[src/rtl/wptr_full_sync.sv]
`default_nettype none
// ============================================================================
// Module   : wptr_full_sync
// Brief    : Write-domain pointer manager for the async FIFO. It holds the
//            write pointer and synchronises the read gray pointer, then
//            produces registered fill level, full, almost-full and overflow.
//            Optional gray-step checker: define WPTR_GRAY_CHECK_EN.
// Revision : 1.0 - initial release
// ============================================================================
module wptr_full_sync #(
    parameter int address      = 3,
    parameter int SYNC_STAGES  = 2,
    parameter int AFULL_THRESH = 6
) (
    input  logic               write_clk,
    input  logic               write_rst,
    input  logic               write_en,
    input  logic               clear_overflow,
    input  logic [address:0]   read_ptr_gray,
    output logic               write_ack,
    output logic [address-1:0] write_addr,
    output logic [address:0]   write_ptr_gray,
    output logic [address:0]   sync_read_ptr,
    output logic [address:0]   fill_level,
    output logic               full,
    output logic               almost_full,
    output logic               overflow,
    output logic               gray_err
);

    localparam logic [address:0] c_depth = {1'b1, {address{1'b0}}};
    localparam logic [address:0] c_one   = {{address{1'b0}}, 1'b1};
    localparam int               c_thr   = AFULL_THRESH;
    localparam logic [address:0] c_afull = c_thr[address:0];

    generate
        if (SYNC_STAGES < 2) begin : g_bad_sync_stages
            $error("wptr_full_sync: SYNC_STAGES must be at least 2");
        end
        if (AFULL_THRESH < 1 || AFULL_THRESH > (1 << address)) begin : g_bad_afull
            $error("wptr_full_sync: AFULL_THRESH must lie in 1..2^address");
        end
    endgenerate

    function automatic logic [address:0] gray2bin(input logic [address:0] g);
        logic [address:0] b;
        b[address] = g[address];
        for (int i = address - 1; i >= 0; i--) begin
            b[i] = b[i+1] ^ g[i];
        end
        return b;
    endfunction

    logic [address:0] r_wbin;
    logic [address:0] r_wgray;
    logic [address:0] r_sync_read_ptr;
    logic [address:0] r_fill_level;
    logic             r_full;
    logic             r_almost_full;
    logic             r_overflow;
    logic [address:0] r_sync [SYNC_STAGES];

    logic             w_write_ack;
    logic [address:0] w_wbin_next;
    logic [address:0] w_last;
    logic [address:0] w_rbin;
    logic [address:0] w_fill_next;

    // Refusal is based on the registered full flag, so a refused write never
    // advances the pointer.
    assign w_write_ack = write_en & ~r_full;
    assign w_wbin_next = r_wbin + (w_write_ack ? c_one : '0);
    assign w_last      = r_sync[SYNC_STAGES-1];
    assign w_rbin      = gray2bin(w_last);
    assign w_fill_next = w_wbin_next - w_rbin;

    generate
        for (genvar s = 0; s < SYNC_STAGES; s++) begin : g_sync
            if (s == 0) begin : g_first
                always_ff @(posedge write_clk or posedge write_rst) begin
                    if (write_rst) begin
                        r_sync[s] <= '0;
                    end else begin
                        r_sync[s] <= read_ptr_gray;
                    end
                end
            end else begin : g_rest
                always_ff @(posedge write_clk or posedge write_rst) begin
                    if (write_rst) begin
                        r_sync[s] <= '0;
                    end else begin
                        r_sync[s] <= r_sync[s-1];
                    end
                end
            end
        end
    endgenerate

    always_ff @(posedge write_clk or posedge write_rst) begin
        if (write_rst) begin
            r_wbin          <= '0;
            r_wgray         <= '0;
            r_sync_read_ptr <= '0;
            r_fill_level    <= '0;
            r_full          <= 1'b0;
            r_almost_full   <= 1'b0;
            r_overflow      <= 1'b0;
        end else begin
            r_wbin          <= w_wbin_next;
            r_wgray         <= w_wbin_next ^ (w_wbin_next >> 1);
            r_sync_read_ptr <= w_rbin;
            // Status looks at the post-write pointer so full rises on the
            // very edge that consumes the last free slot.
            r_fill_level    <= w_fill_next;
            r_full          <= (w_fill_next == c_depth);
            r_almost_full   <= (w_fill_next >= c_afull);
            if (write_en && r_full) begin
                r_overflow <= 1'b1;
            end else if (clear_overflow) begin
                r_overflow <= 1'b0;
            end
        end
    end

`ifdef WPTR_GRAY_CHECK_EN
    logic [address:0] r_last_prev;
    logic             r_gray_err;
    logic [address:0] w_step;

    assign w_step = w_last ^ r_last_prev;

    // x & (x-1) is nonzero exactly when more than one bit of x is set.
    always_ff @(posedge write_clk or posedge write_rst) begin
        if (write_rst) begin
            r_last_prev <= '0;
            r_gray_err  <= 1'b0;
        end else begin
            r_last_prev <= w_last;
            if ((w_step & (w_step - c_one)) != '0) begin
                r_gray_err <= 1'b1;
            end
        end
    end

    assign gray_err = r_gray_err;
`else
    assign gray_err = 1'b0;
`endif

    assign write_ack      = w_write_ack;
    assign write_addr     = r_wbin[address-1:0];
    assign write_ptr_gray = r_wgray;
    assign sync_read_ptr  = r_sync_read_ptr;
    assign fill_level     = r_fill_level;
    assign full           = r_full;
    assign almost_full    = r_almost_full;
    assign overflow       = r_overflow;

endmodule
`default_nettype wire

[config.mk]
export PLATFORM = sky130hd
export DESIGN_NAME = wptr_full_sync
export DESIGN_NICKNAME = d
export VERILOG_FILES = /design/src/rtl/wptr_full_sync.sv
export SDC_FILE = /design/constraint.sdc
export NUM_CORES = 1
export LEC_CHECK = 0
export BUFFER_PORTS_ARGS = -buffer_cell sky130_fd_sc_hd__buf_4
export CAP_MARGIN = 20
export CORE_ASPECT_RATIO = 0.5
export CORE_UTILIZATION = 30
export CTS_BUF_LIST = sky130_fd_sc_hd__clkbuf_2
export CTS_CLUSTER_SIZE = 14
export DETAILED_ROUTE_END_ITERATION = 12
export GPL_TIMING_DRIVEN = 0
export PLACE_DENSITY_LB_ADDON = 0.2
export RECOVER_POWER = 50
export SYNTH_ARGS = -nofsm -noshare
export SYNTH_HDL_FRONTEND = slang
export SYNTH_SLANG_ARGS = --single-unit
[constraint.sdc]
create_clock -name write_clk -period 5.6 [get_ports write_clk]
set_clock_uncertainty 0.2 [all_clocks]
set_input_delay 0.56 -clock write_clk [delete_from_list [all_inputs] [get_ports write_clk]]
set_output_delay 0.56 -clock write_clk [all_outputs]
set_load 0.02 [all_outputs]
# Yosys cells after proc, flatten, opt, wreduce, memory -nomap -nowiden
# Index checks and enable logic that the tools add are counted.
# Widths: inputs -> output; s select.
[op_classes]
muxes = 3
magnitude_cmp = 1
eq_ne = 1
n_reduce_logical = 2
add_sub_neg = 2
bitwise_logic = 6
[ops]
columns = ["cell", "n"]
rows = [
  ["$add 4x1->4", 1],
  ["$eq 4x4->1 const B", 1],
  ["$ge 4x3->1 const B", 1],
  ["$sub 4x4->4", 1],
  ["$xor 4x3->4", 1],
  ["$mux 1", 3],
  ["$xor 1x1->1", 3],
  ["$reduce_bool 2->1", 1],
  ["$and 1x1->1", 1],
  ["$logic_and 1x1->1", 1],
  ["$not 1->1", 1],
]
[word_totals]
register_bits = 27
out_inout_bits = 20
inputBits = 8
word_cells = 24

# Depth between registers and ports, before layout
[logic_depth]
word_depth = 6
ltp_mapped = 9
mapped_depth_nobuf = 9

# Least setup slack after synthesis
# Ideal clock, no wire load.
[synth_timing]
path_type = "input -> register"
from = "in write_en"
to = "reg r_full (netlist: full)"
n_path_buf = 0
required_time_ns = 5.289
path_stages = 9
setup_ns = 0.111
slack_ns = 2.336
arrival_ns = 2.953
path_cell_list = "nor2b_1 -> ha_1 -> ha_1 -> xor2_1 -> ha_1 -> and2_1 -> a221oi_4 -> nand4_2 -> a2111oi_2"
[synth_via]
elab_chain_len = 5
[synth_lines]
columns = ["element", "line_no", "rtl"]
rows = [
  ["start, declared", "17", "input logic write_en,"],
  ["$and 1x1->1", "71", "assign w_write_ack = write_en & ~r_full;"],
  ["$mux 1", "72", "assign w_wbin_next = r_wbin + (w_write_ack ? c_one : '0);"],
  ["$add 4x1->4", "72", ""],
  ["via w_wbin_next[2]", "64", "logic [address:0] w_wbin_next;"],
  ["$sub 4x4->4", "75", "assign w_fill_next = w_wbin_next - w_rbin;"],
  ["$eq 4x4->1", "115", "r_full <= (w_fill_next == c_depth);"],
  ["end signal, assigned", "115", ""],
  ["end, declared", "58", "logic r_full;"],
]
# The timed path passes the listed nets, and every way through them passes these cells.
# A chain may end at the register's enable or synchronous reset.

# Final worst setup path
[layout_timing]
from = "reg r_full (netlist: full)"
to = "reg r_full (netlist: full)"
[layout_via]
elab_chain_len = 6
[layout_lines]
columns = ["element", "line_no"]
rows = [
  ["$not 1->1", "71"],
  ["$and 1x1->1", "71"],
  ["$mux 1", "72"],
  ["$add 4x1->4", "72"],
  ["via w_wbin_next[2]", "64"],
  ["$sub 4x4->4", "75"],
  ["$eq 4x4->1", "115"],
]
# The timed path passes the listed nets, and every way through them passes these cells.

==> flow_summary.json <==
{
  "place_congestion": 0.7344,
  "wl_per_cell_um": 11.75,
  "grt_pass1_vias": 583,
  "grt_overflow_total": 0,
  "clock_latency_ps": 330,
  "post-route-period-util_pct": 55.79,
  "ys_types": 28,
  "grt_pass1_wl_um": 2725,
  "hold_viol": 0,
  "grt_util_all_layers_pct": 9.949,
  "clock-sinks": 26,
  "synth-edff-count": 0,
  "ys_seq_area_share_pct": 62.50,
  "num_antenna_cells": 0,
  "synth_most_common_cell": "dfrtp_1",
  "maxCapViolations": 0,
  "netlist_area_um2": 1041,
  "holdCritPathClass": "in -> reg",
  "path_clk_slew_ps": 210,
  "crit_cells": 9,
  "worst_r2r_path_depth": 9,
  "post_cts_resized": 0,
  "rrSetupSlack_ps": 2480,
  "yosysWarnings": 0,
  "coreArea_um2": 3153,
  "cp-startpoint": "full",
  "async_flop_share_pct": 100.0,
  "vias_per_cell": 4.300,
  "yosys.area_share.xor_xnor_pct": 12.26,
  "drtIter0Drc": 13,
  "io_pins": 28,
  "synth_top_flop_cell": "dfrtp_1",
  "synth_top_cells_by_count": "26 x dfrtp_1, 7 x inv_1, 5 x ha_1, 5 x xor2_1",
  "setup-violations-final": 0,
  "synth_compound_area_share_pct": 8.534,
  "routed-via-count": 602,
  "rows": 14,
  "leakagePower_nw": 0.6484,
  "ir_worst_vdd_mv": 0.1337,
  "drc": 0,
  "crit_path_end_kind": "register",
  "drive_above_1_share_pct": 37.00,
  "worstSetupStartpointType": "register",
  "synth_top_family_by_area": "XOR/XNOR gates",
  "slowest_stage": "dfrtp_1",
  "synth_mux_area_share_pct": 0,
  "status": "completed",
  "tns_ps": 0,
  "placed_cells": 135,
  "ys_ff_latch": 26,
  "area_growth_pct": 25.60,
  "path_max_fanout": 6,
  "synthCells": 69,
  "htree_levels": 1,
  "drv_slew": 0,
  "critPathArrivalTime_ps": 3160,
  "antenna_found_initial": 0,
  "detail-route-antenna-nets": 0,
  "crit_required_ps": 5640,
  "r2r-start": "full",
  "cts.path.max_buffers": 2,
  "nets": 115,
  "rr_endpoint": "full",
  "crit_chain": "nor2b_1 -> ha_1 -> ha_1 -> xor2_1 -> ha_1 -> and2_1 -> a221oi_4 -> nand4_2 -> a2111oi_2",
  "die_area_um2": 3724,
  "timing_worst_setup_path_type": "reg -> reg",
  "crit_buf_inv": 0,
  "tightest_slew_ps": 1017,
  "path_delay_family": "adder cells",
  "synth_fp_nets": 82,
  "cts_tree": "yes",
  "slowest_delay_ps": 440,
  "rsz0062_at_grt": "no",
  "dp.final_hpwl_um": 1258,
  "initial_core_util_pct": 33.02,
  "synth_fa_ha_area_share_pct": 6.010,
  "root_buffer": "clkbuf_2",
  "final_cells": 140,
  "synthSimpleGateAreaFrac_pct": 5.649,
  "first_pass_iters": 2,
  "die_y_um": 43.66,
  "cpMostUsedCell": "ha_1",
  "wirelength_um": 1645,
  "synth_top_area_share_pct": 62.50,
  "cts_buffers": 3,
  "endpoint": "full",
  "port_buffers": 26,
  "syn_area_per_cell_um2": 15.09,
  "slew_headroom_pct": 32.21,
  "die_w_um": 85.31,
  "synth_area_leaders": "dfrtp_1 63%, ha_1 6.0%, xor2_1 4.2%",
  "fmax_mhz": 320.0,
  "grt_start_max_net_pins": 27,
  "synth_top_area_cell": "dfrtp_1",
  "period_needed_ps": 3125,
  "power_density_nw_per_um2": 581.5
}
[worst min path at each step]
stage	to	start	cells after the start
after floorplan	w_last[0]	r_sync[4]	0
after global placement	w_last[0]	r_sync[4]	0
after detailed placement	w_last[0]	r_sync[4]	0
after CTS	r_sync[7]	read_ptr_gray[3]	1
after global routing	r_sync[7]	read_ptr_gray[3]	1
final	r_sync[7]	read_ptr_gray[3]	1
[layout make-up]
class	instances	area, um^2
Buffer	2	18.77
Clock buffer	3	15.01
Fill cell	307	1846
Inverter	8	30.03
Multi-Input combinational cell	33	334.1
Sequential cell	26	650.6
Tap cell	40	50.05
Timing Repair Buffer	28	209.0
[per-layer routing]
| metal | vias to the layer above | track usage (%) | part of all wire [%] |
|---|---|---|---|
| met1 | 292 | 11.95 | 44 |
| met2 | 17 | 16.29 | 47 |
| met4 | 0 | 1.000 | 0 |
| li1 | 293 | - | - |
| met3 | 0 | 5.905 | 8.7 |
| met5 | - | 0 | 0 |
[flip-flops by register name (all words and copies together) (netlist names)]
| name | cells |
|---|---|
| fill_level | 4 |
| r_sync | 4 |
| r_wbin | 4 |
| sync_read_ptr | 4 |
| w_last | 4 |
| write_ptr_gray | 3 |
| almost_full | 1 |
| full | 1 |
| overflow | 1 |
[stage by stage]
stage,power (mW),worst slack [ps],utilization [%],hold slack (ps),instance area [um^2]
global route,0.8203,2191,41.47,70.51,1308
floorplan,0.5736,2336,-,131.2,1041
CTS,0.7717,2429,41.27,90.71,1301
global placement,0.6883,2284,40.79,132.3,1286
detailed placement,0.7054,2203,40.79,138.5,1286
finish,0.7604,2475,41.47,133.7,1308
[timing repair]
item | in CTS | in global routing
endpoints found under the hold margin | 0 | 7
hold buffers | 0 | 1
buffers inserted | 0 | 0
setup endpoints to repair | 0 | 0
[power breakdown]
group / switching [mW] / internal (mW) / leakage (nW) / total [mW]
clock: 0.0496 / 0.0146 / 0.0125 / 0.0642
combinational: 0.234 / 0.193 / 0.329 / 0.427
sequential: 0.0236 / 0.246 / 0.307 / 0.269
[cell usage in the layout (no fill, tap or decap), types with 2 or more instances in the layout]
master and count:
dfrtp_1 26, nand2_1 2, clkbuf_4 5, buf_4 22, clkbuf_2 3, xnor2_1 2
inv_1 7, ha_1 5, xor2_1 6
[cell families after synthesis]
family / count (synthesis)
and+or+nand+nor: 9
adders and majority gates: 5
DFF: 26
xor gates and xnor gates: 10
other: 1
buffers and inverters: 10
AOI/OAI and AO/OA: 8
No activity file was read; power rests on OpenSTA's default activity.
